## src/rtl/oram_frontend_arbiter_pkg.sv

```systemverilog
// Shared constants for the ORAM front-end arbiter: backend command encodings and a log2 helper.
package oram_frontend_arbiter_pkg;

    localparam logic [1:0] BECMD_Update  = 2'd0;
    localparam logic [1:0] BECMD_Append  = 2'd1;
    localparam logic [1:0] BECMD_Read    = 2'd2;
    localparam logic [1:0] BECMD_ReadRmv = 2'd3;

    // Ceiling log2, matching the legacy `log2 macro.
    function automatic int log2(input int value);
        int result;
        result = 0;
        for (int i = 0; i < 31; i++) begin
            if ((1 << i) < value) begin
                result = i + 1;
            end
        end
        return result;
    endfunction

endpackage

```

## src/rtl/rr_arbiter.sv

```systemverilog
// Combinational round-robin pick: first asserted request at or after ptr, wrapping.
module rr_arbiter #(
    parameter int unsigned NumReq   = 2,
    parameter int unsigned IdxWidth = 1
) (
    input  logic [NumReq-1:0]   req,
    input  logic [IdxWidth-1:0] ptr,
    output logic [NumReq-1:0]   grant,
    output logic [IdxWidth-1:0] grantIdx,
    output logic                anyGrant
);

    function automatic int unsigned wrapIdx(input int unsigned base, input int unsigned offset);
        int unsigned sum;
        sum = base + offset;
        return (sum >= NumReq) ? sum - NumReq : sum;
    endfunction

    always_comb begin
        grant    = '0;
        grantIdx = '0;
        anyGrant = 1'b0;
        for (int unsigned i = 0; i < NumReq; i++) begin
            for (int unsigned k = 0; k < NumReq; k++) begin
                if (!anyGrant && (k == wrapIdx(32'(ptr), i)) && req[k]) begin
                    anyGrant = 1'b1;
                    grant[k] = 1'b1;
                    grantIdx = IdxWidth'(k);
                end
            end
        end
    end

endmodule

```

## src/rtl/oram_frontend_arbiter.sv

```systemverilog
// Shares the single PathORamTop front-end among NumReq requesters; a grant lasts one
// full transaction (command handshake plus FEORAMBChunks data chunks).
module oram_frontend_arbiter
    import oram_frontend_arbiter_pkg::*;
#(
    parameter int unsigned NumReq   = 2,
    parameter int unsigned ORAMU    = 32,
    parameter int unsigned ORAMB    = 512,
    parameter int unsigned FEDWidth = 32,
    localparam int unsigned FEORAMBChunks = ORAMB / FEDWidth,
    localparam int unsigned IdxWidth      = (NumReq > 1) ? log2(NumReq) : 1
) (
    input  logic                       Clock,
    input  logic                       Reset,
    input  logic [2*NumReq-1:0]        ReqCmd,
    input  logic [ORAMU*NumReq-1:0]    ReqPAddr,
    input  logic [NumReq-1:0]          ReqCmdValid,
    output logic [NumReq-1:0]          ReqCmdReady,
    input  logic [FEDWidth*NumReq-1:0] ReqDataIn,
    input  logic [NumReq-1:0]          ReqDataInValid,
    output logic [NumReq-1:0]          ReqDataInReady,
    output logic [FEDWidth-1:0]        ReqDataOut,
    output logic [NumReq-1:0]          ReqDataOutValid,
    input  logic [NumReq-1:0]          ReqDataOutReady,
    output logic [1:0]                 Cmd,
    output logic [ORAMU-1:0]           PAddr,
    output logic                       CmdValid,
    input  logic                       CmdReady,
    output logic [FEDWidth-1:0]        DataIn,
    output logic                       DataInValid,
    input  logic                       DataInReady,
    input  logic [FEDWidth-1:0]        DataOut,
    input  logic                       DataOutValid,
    output logic                       DataOutReady,
    output logic [IdxWidth-1:0]        GrantIdx,
    output logic                       Busy
);

    localparam int unsigned CntWidth = log2(FEORAMBChunks) + 1;

    localparam logic [1:0] StIdle  = 2'd0;
    localparam logic [1:0] StCmd   = 2'd1;
    localparam logic [1:0] StWData = 2'd2;
    localparam logic [1:0] StRData = 2'd3;

    logic [1:0]          stateQ, stateD;
    logic [1:0]          cmdQ, cmdD;
    logic [ORAMU-1:0]    pAddrQ, pAddrD;
    logic [IdxWidth-1:0] grantQ, grantD;
    logic [IdxWidth-1:0] ptrQ, ptrD;
    logic [CntWidth-1:0] cntQ, cntD;

    logic [NumReq-1:0]   arbGrant;
    logic [IdxWidth-1:0] arbIdx;
    logic                arbAny;
    logic [1:0]          arbCmd;
    logic [ORAMU-1:0]    arbAddr;

    logic [NumReq-1:0]   ownerOneHot;
    logic [FEDWidth-1:0] selDataIn;
    logic                selDataInValid;
    logic                selDataOutReady;
    logic                inWData, inRData, wHs, rHs, lastChunk;

    rr_arbiter #(
        .NumReq   (NumReq),
        .IdxWidth (IdxWidth)
    ) u_rr_arbiter (
        .req      (ReqCmdValid),
        .ptr      (ptrQ),
        .grant    (arbGrant),
        .grantIdx (arbIdx),
        .anyGrant (arbAny)
    );

    always_comb begin
        arbCmd  = '0;
        arbAddr = '0;
        for (int unsigned k = 0; k < NumReq; k++) begin
            if (arbGrant[k]) begin
                arbCmd  = ReqCmd[2*k +: 2];
                arbAddr = ReqPAddr[k*ORAMU +: ORAMU];
            end
        end
    end

    // Per-requester slices of the current owner's data-path signals.
    always_comb begin
        ownerOneHot     = '0;
        selDataIn       = '0;
        selDataInValid  = 1'b0;
        selDataOutReady = 1'b0;
        for (int unsigned k = 0; k < NumReq; k++) begin
            if (grantQ == IdxWidth'(k)) begin
                ownerOneHot[k]  = 1'b1;
                selDataIn       = ReqDataIn[k*FEDWidth +: FEDWidth];
                selDataInValid  = ReqDataInValid[k];
                selDataOutReady = ReqDataOutReady[k];
            end
        end
    end

    assign inWData   = (stateQ == StWData);
    assign inRData   = (stateQ == StRData);
    assign wHs       = DataInValid & DataInReady;
    assign rHs       = DataOutValid & DataOutReady;
    assign lastChunk = (cntQ == CntWidth'(FEORAMBChunks - 1));

    assign ReqCmdReady     = (stateQ == StIdle) ? arbGrant : '0;
    assign CmdValid        = (stateQ == StCmd);
    assign Cmd             = cmdQ;
    assign PAddr           = pAddrQ;
    assign DataIn          = inWData ? selDataIn : '0;
    assign DataInValid     = inWData & selDataInValid;
    assign ReqDataInReady  = {NumReq{inWData & DataInReady}} & ownerOneHot;
    assign ReqDataOut      = inRData ? DataOut : '0;
    assign ReqDataOutValid = {NumReq{inRData & DataOutValid}} & ownerOneHot;
    assign DataOutReady    = inRData & selDataOutReady;
    assign GrantIdx        = grantQ;
    assign Busy            = (stateQ != StIdle);

    always_comb begin
        stateD = stateQ;
        cmdD   = cmdQ;
        pAddrD = pAddrQ;
        grantD = grantQ;
        ptrD   = ptrQ;
        cntD   = cntQ;
        case (stateQ)
            StIdle: begin
                if (arbAny) begin
                    stateD = StCmd;
                    cmdD   = arbCmd;
                    pAddrD = arbAddr;
                    grantD = arbIdx;
                    ptrD   = (arbIdx == IdxWidth'(NumReq - 1)) ? '0 : arbIdx + IdxWidth'(1);
                end
            end
            StCmd: begin
                if (CmdReady) begin
                    cntD   = '0;
                    stateD = (cmdQ == BECMD_Update || cmdQ == BECMD_Append) ? StWData : StRData;
                end
            end
            StWData: begin
                if (wHs) begin
                    if (lastChunk) begin
                        stateD = StIdle;
                        cntD   = '0;
                    end else begin
                        cntD = cntQ + CntWidth'(1);
                    end
                end
            end
            StRData: begin
                if (rHs) begin
                    if (lastChunk) begin
                        stateD = StIdle;
                        cntD   = '0;
                    end else begin
                        cntD = cntQ + CntWidth'(1);
                    end
                end
            end
            default: stateD = StIdle;
        endcase
    end

    always_ff @(posedge Clock or negedge Reset) begin
        if (!Reset) begin
            stateQ <= StIdle;
            cmdQ   <= '0;
            pAddrQ <= '0;
            grantQ <= '0;
            ptrQ   <= '0;
            cntQ   <= '0;
        end else begin
            stateQ <= stateD;
            cmdQ   <= cmdD;
            pAddrQ <= pAddrD;
            grantQ <= grantD;
            ptrQ   <= ptrD;
            cntQ   <= cntD;
        end
    end

endmodule
```

## config.mk

```make
export PLATFORM = sky130hd
export DESIGN_NAME = oram_frontend_arbiter
export DESIGN_NICKNAME = d
export VERILOG_FILES = /design/src/rtl/oram_frontend_arbiter_pkg.sv /design/src/rtl/rr_arbiter.sv /design/src/rtl/oram_frontend_arbiter.sv
export SDC_FILE = /design/constraint.sdc
export NUM_CORES = 1
export LEC_CHECK = 0
export ABC_AREA = 1
export CAP_MARGIN = 40
export CORE_MARGIN = 10
export CORE_UTILIZATION = 28
export CTS_BUF_LIST = sky130_fd_sc_hd__clkbuf_8
export DETAILED_ROUTE_END_ITERATION = 16
export PLACE_DENSITY = 0.83
export SLEW_MARGIN = 10
export SYNTH_ARGS = -nofsm -noshare
export SYNTH_HDL_FRONTEND = slang
export SYNTH_SLANG_ARGS = --single-unit
```

## constraint.sdc

```tcl
create_clock -name Clock -period 1.3 [get_ports Clock]
set_input_delay 0.13 -clock Clock [delete_from_list [all_inputs] [get_ports Clock]]
set_output_delay 0.13 -clock Clock [all_outputs]
set_load 0.02 [all_outputs]
```

Word-level counts from Yosys, hierarchy flattened
Cells that the tools add are included.
Word-level totals
  register bits: 43
  output and inout bits: 109
  word-level logic and storage cells: 88
Cells by class
  add/sub/neg operators: 5
  $lt $le $gt $ge: 2
  equality and inequality tests: 11
  mux-type cells: 36
  bitwise logic cells: 8
  reduce and logical (&&, ||, !) cells: 20
Operators with widths (count)
  $mux 32: 7
  $eq 1x32->1 const A: 2
  $logic_not 32->1: 2
  $ge 32x2->1 const B: 1
  $sub 32x2->32 const B: 1
  $mux 5: 4
  $mux 2: 8
  $mux 1: 15
  $pmux 5 s3: 1
  $pmux 2 s4: 1
  $reduce_and 4->1: 2
  $logic_and 1x1->1: 7
  $and 1x1->1: 6
  $ne 2x1->1 const B: 3
  $add 5x1->5 const B: 1
  $eq 5x4->1 const B: 1
  $and 2x2->2: 2
  $eq 2x1->1 const B: 2
  $eq 2x2->1 const B: 2
  $logic_not 2->1: 2
  $logic_not 1->1: 3
  $reduce_bool 3->1: 1
  $sub 1x2->3 const B: 1
  $add 1x1->2 const B: 1
  6 further kinds: 6

Logic depth before layout (Yosys ltp)
  depth in word-level cells: 19
  depth in mapped cells: 10
  mapped depth without buffers: 10

Hierarchy
From an unflattened synthesis, not the netlist that was laid out.
Second synthesis, totals
  cell total of the unflattened synthesis: 467
  area total of the unflattened synthesis: 3035.4 sq um
Modules (own cells, without submodules)
  oram_frontend_arbiter: instances 1, cells each 460, area an instance 3005.4 sq um
  rr_arbiter: instances 1, cells each 7, area an instance 30.0 sq um

Least setup slack after synthesis
No wires, ideal clock.
  path kind: reg2reg
  from: register stateQ[0]
  to: register cntQ[2]
  library setup time: 0.117 ns
  arrival: 1.414 ns
  data required time: 1.183 ns
  path slack: -0.230 ns
  cell stages (with the launch flop): 10
  path buffers: 1
  period minus slack after synthesis: 1.530 ns
  cell sequence: dfrtp_1 -> ha_1 -> buf_2 -> inv_1 -> a21oi_2 -> nand2_1 -> nand2_2 -> nand2_4 -> nand2_1 -> nand2_1
Between the ends
  longest elaborated chain between the ends: 5
Ends and longest elaborated chain
  start, declared: RTL line oram_frontend_arbiter.sv:46  | logic [1:0] stateQ, stateD;
  start signal, assigned: RTL line oram_frontend_arbiter.sv:171  | stateQ <= StIdle;
  start signal, assigned: RTL line oram_frontend_arbiter.sv:178  | stateQ <= stateD;
  $eq 2x2->1: RTL line oram_frontend_arbiter.sv:104  | assign inRData = (stateQ == StRData);
  $and 1x1->1: RTL line oram_frontend_arbiter.sv:118  | assign DataOutReady = inRData & selDataOutReady;
  named net DataOutReady: RTL line oram_frontend_arbiter.sv:34  | output logic DataOutReady,
  $and 1x1->1: RTL line oram_frontend_arbiter.sv:106  | assign rHs = DataOutValid & DataOutReady;
  $ne 2x1->1 (no line)
  $reduce_and 4->1 (no line)
  end signal, assigned: RTL line oram_frontend_arbiter.sv:183  | cntQ <= cntD;
  end, declared: RTL line oram_frontend_arbiter.sv:51  | logic [CntWidth-1:0] cntQ, cntD;
The timed path passes the listed nets, and every way through them passes these cells.
A chain may end at the register's enable or synchronous reset.

Final worst setup path
  from: register grantQ, in the netlist GrantIdx
  to: output DataIn[25]
Between the ends
  longest elaborated chain between the ends: 2
Ends and longest elaborated chain
  start, declared: RTL line oram_frontend_arbiter.sv:49  | logic [IdxWidth-1:0] grantQ, grantD;
  start signal, assigned: RTL line oram_frontend_arbiter.sv:181  | grantQ <= grantD;
  $mux 32: RTL line oram_frontend_arbiter.sv:94  | if (grantQ == IdxWidth'(k)) begin
  $mux 32: RTL line oram_frontend_arbiter.sv:113  | assign DataIn = inWData ? selDataIn : '0;
  end, declared: RTL line oram_frontend_arbiter.sv:29  | output logic [FEDWidth-1:0] DataIn,
Every way passes these cells.

==> summary.md <==
| Metric | Value |
|---|---|
| Run status | finished with violations |
| Failing checks | setup timing |
| Critical path origin | GrantIdx |
| CP max FO | 10 |
| Worst skew pair latency | 0.29 ns |
| H-tree Lvls | 2 |
| Area contributors post-synth | dfrtp_1 (37%), nand2_1 (21%), nor2_1 (9.0%), nand3_1 (7.3%), inv_1 (6.1%) |
| FP Rows | 36 |
| Synth warn | 0 |
| Initial antenna violation count | 1 |
| Final count of pins violating max slew | 0 |
| Routed WL per cell | between 20 and 25 um |
| Dpl hpwl | around 13 mm |
| PwrDens | ~2000 nW/um^2 |
| Number of routed nets with antenna violations | 0 |
| Critical Path Sink | DataIn[25] |
| Synth unique cells | 23 |
| Clk root buf | clkbuf_8 |
| Drt total wl | ~20 mm |
| Final Hold Fails | 0 |
| Gr usage total | 21.0% |
| Actual slew at the worst max-slew pin | 0.455 ns |
| RSZ-0062 raised after global routing | yes |
| Req. time, crit path | about 1.2 ns |
| First-pass GRT wire length | 24.6 mm |
| Worst setup EP type | output pin |
| Pin count of the biggest net entering global routing | 36 |
| Share of cells above drive strength 1 | 43.4% |
| Endpoints failing setup | ~120 |
| Via-per-instance ratio | 4.93 |
| CP Data Arrival Time | about 1.6 ns |
| Post-synth EDFFs | 0 |
| Post-synthesis sequential area ratio | 37.3% |
| Via count | about 4500 |
| Fmax | 568 MHz |
| Leak Pwr | roughly 0.0038 uW |
| Crit share post-route | 135% |
| Die footprint | roughly 15000 sq um |
| Area leader, netlist | dfrtp_1 |
| Worst vdd ir | ~1.3 mV |
| Syn_area_per_cell | around 6.3 sq um |
| PnR worst setup slack | -0.461 ns |
| Area grow syn2layout | 164% |
| CTS tree | built |
| Die Ht | around 120 um |
| Leading cell types by count after synthesis | nand2_1 (165), nor2_1 (69), inv_1 (47) |
| Drt pass-1 iters | 5 |
| Mapped Area | 2880 sq um |
| Number of remaining DRC errors | 0 |
| Synth Net Count | ~640 |
| Flop2flop setup slack | -0.33 ns |
| Synth Flop Type | dfrtp_1 |
| Final min period | about 1.8 ns |
| Worst r2r dst | PAddr[13] |
| Final net count | about 960 |
| Vias in the first global route | around 4400 |
| Clk buf depth | 2 |
| Slew headroom | 69.7% |
| GP Congestion | slightly above 0.9 |
| WS Path Type | flip-flop to output pin |
| HP Class | input pin to asynchronous set/reset pin |
| Mapped Cells | 455 |
| Sink Count | 43 |
| Worst reg2reg startpoint | stateQ[0] |
| CORE AREA | ~9900 sq um |
| Top Ports | 284 |
| Seq cells post-synth | 43 |
| Starting density of the core | 29.1% |
| CTS buffer count | 5 |
| Top cell type's share of synthesized area | a little under two fifths |
| Setup Skew | about 0.012 ns |
| Hold Slack | between 0.3 and 0.4 ns |
| Die X-Extent | 121 um |
| Most common cell in the synthesized netlist | nand2_1 |
| Placed Cells | just under 900 |
| Non-filler cells, final | ~900 |
| GRT overflow | 0 |
| Reg2Reg Depth | 12 |
| Post-synth ARST share | 100% |
| Worst Setup Start Kind | flip-flop |
| Port Buf Inserts | between 200 and 300 |
| Starting DRT DRC Count | approximately 360 |
| Clock-pin slew on the worst setup and hold paths | approximately 0.09 ns |
| Count of maximum capacitance violations | 0 |
## per-stage QoR
stage | total power (uW) | utilization [%] | cell area [sq um] | worst slack [ns] | TNS [ns]
floorplan | 6480 | - | 3050 | -0.117 | -6.62
CTS | 12100 | 66.1 | 6550 | -0.352 | -32.25
finish | 14900 | 76.8 | 7610 | -0.461 | -36.28
global route | 15700 | 76.8 | 7610 | -0.532 | -45.83
detailed placement | 10600 | 63.4 | 6280 | -0.578 | -47.82
global placement | 10400 | 63.4 | 6280 | -0.489 | -42.89
## how the worst min path moves through the flow
stage | to | slack [ns] | start
6_report | PAddr[5] | 0.32 | Reset
5_1_grt | PAddr[1] | 0.34 | Reset
4_1_cts | PAddr[14] | 0.32 | Reset
3_5_place_dp | PAddr[14] | 0.10 | Reset
3_3_place_gp | PAddr[17] | 0.09 | Reset
2_1_floorplan | Cmd[0] | -0.17 | Reset
## flip-flops by register name, summed over array words and instances, names as in the netlist
signal and flops:
stateQ 2, PAddr 32, ptrQ 1, GrantIdx 1, Cmd 2, cntQ 5
## cell families (layout without fill, tap and decap cells)
logic type / after synthesis / in the layout / synth area share [%]
buf+inv: 73 / 398 / 11.0
other cells: 0 / 1 / 0
simple gates: 292 / 293 / 41.7
fa+ha+maj: 5 / 5 / 2.17
flops: 43 / 43 / 37.3
compound gates: 42 / 42 / 7.81
## critical path, stage by stage (launching register included)
cell and delay [ns]:
dfrtp_4 0.58, bufbuf_16 0.32, o21ai_1 0.22, nor2_2 0.08
buf_6 0.13
## power breakdown
| group | internal [uW] | leakage [uW] | switching, uW | total [uW] |
|---|---|---|---|---|
| Combinational | 5260 | 0.00323 | 5940 | 11200 |
| Sequential | 1950 | 0.000537 | 691 | 2640 |
| Clock | 563 | 0.0000502 | 483 | 1050 |
## layer usage
layer | wire length (um) | global-route usage [%]
met2 | 10100 | 38.0
met3 | 2030 | 8.56
met4 | 569 | 5.51
met1 | 6770 | 21.7
met5 | 0 | 0
## cell usage in the layout, fill, tap and decap left out, types with 23 or more instances in the layout
| cell type | count |
|---|---|
| dlygate4sd2_1 | 34 |
| clkdlybuf4s50_1 | 173 |
| buf_6 | 77 |
| inv_2 | 25 |
| nand2_4 | 51 |
| nor2_1 | 37 |
| nand3_2 | 34 |
| nand2_1 | 109 |
| dfrtp_1 | 41 |
| nor2_2 | 31 |
| o21ai_2 | 23 |
| buf_4 | 32 |
## timing repair
item	CTS	global route
resized for setup	488	251
cloned	4	9
hold buffers	1	0
setup buffers	5	1
endpoints found under the setup margin	152	118
hold endpoints to repair	17	0
pin swaps	7	40
## layout make-up
| cell class | count | area [sq um] |
|---|---|---|
| timing repair buffer | 341 | 3670 |
| antenna | 1 | 2.50 |
| inverter | 50 | 210 |
| multi-input combinational | 340 | 2370 |
| sequential | 43 | 1080 |
| clock buffer | 5 | 68.8 |
| clock inverter | 2 | 37.5 |
| tap | 133 | 166 |
| fill | 625 | 2290 |
(Power assumes the default switching activity.)
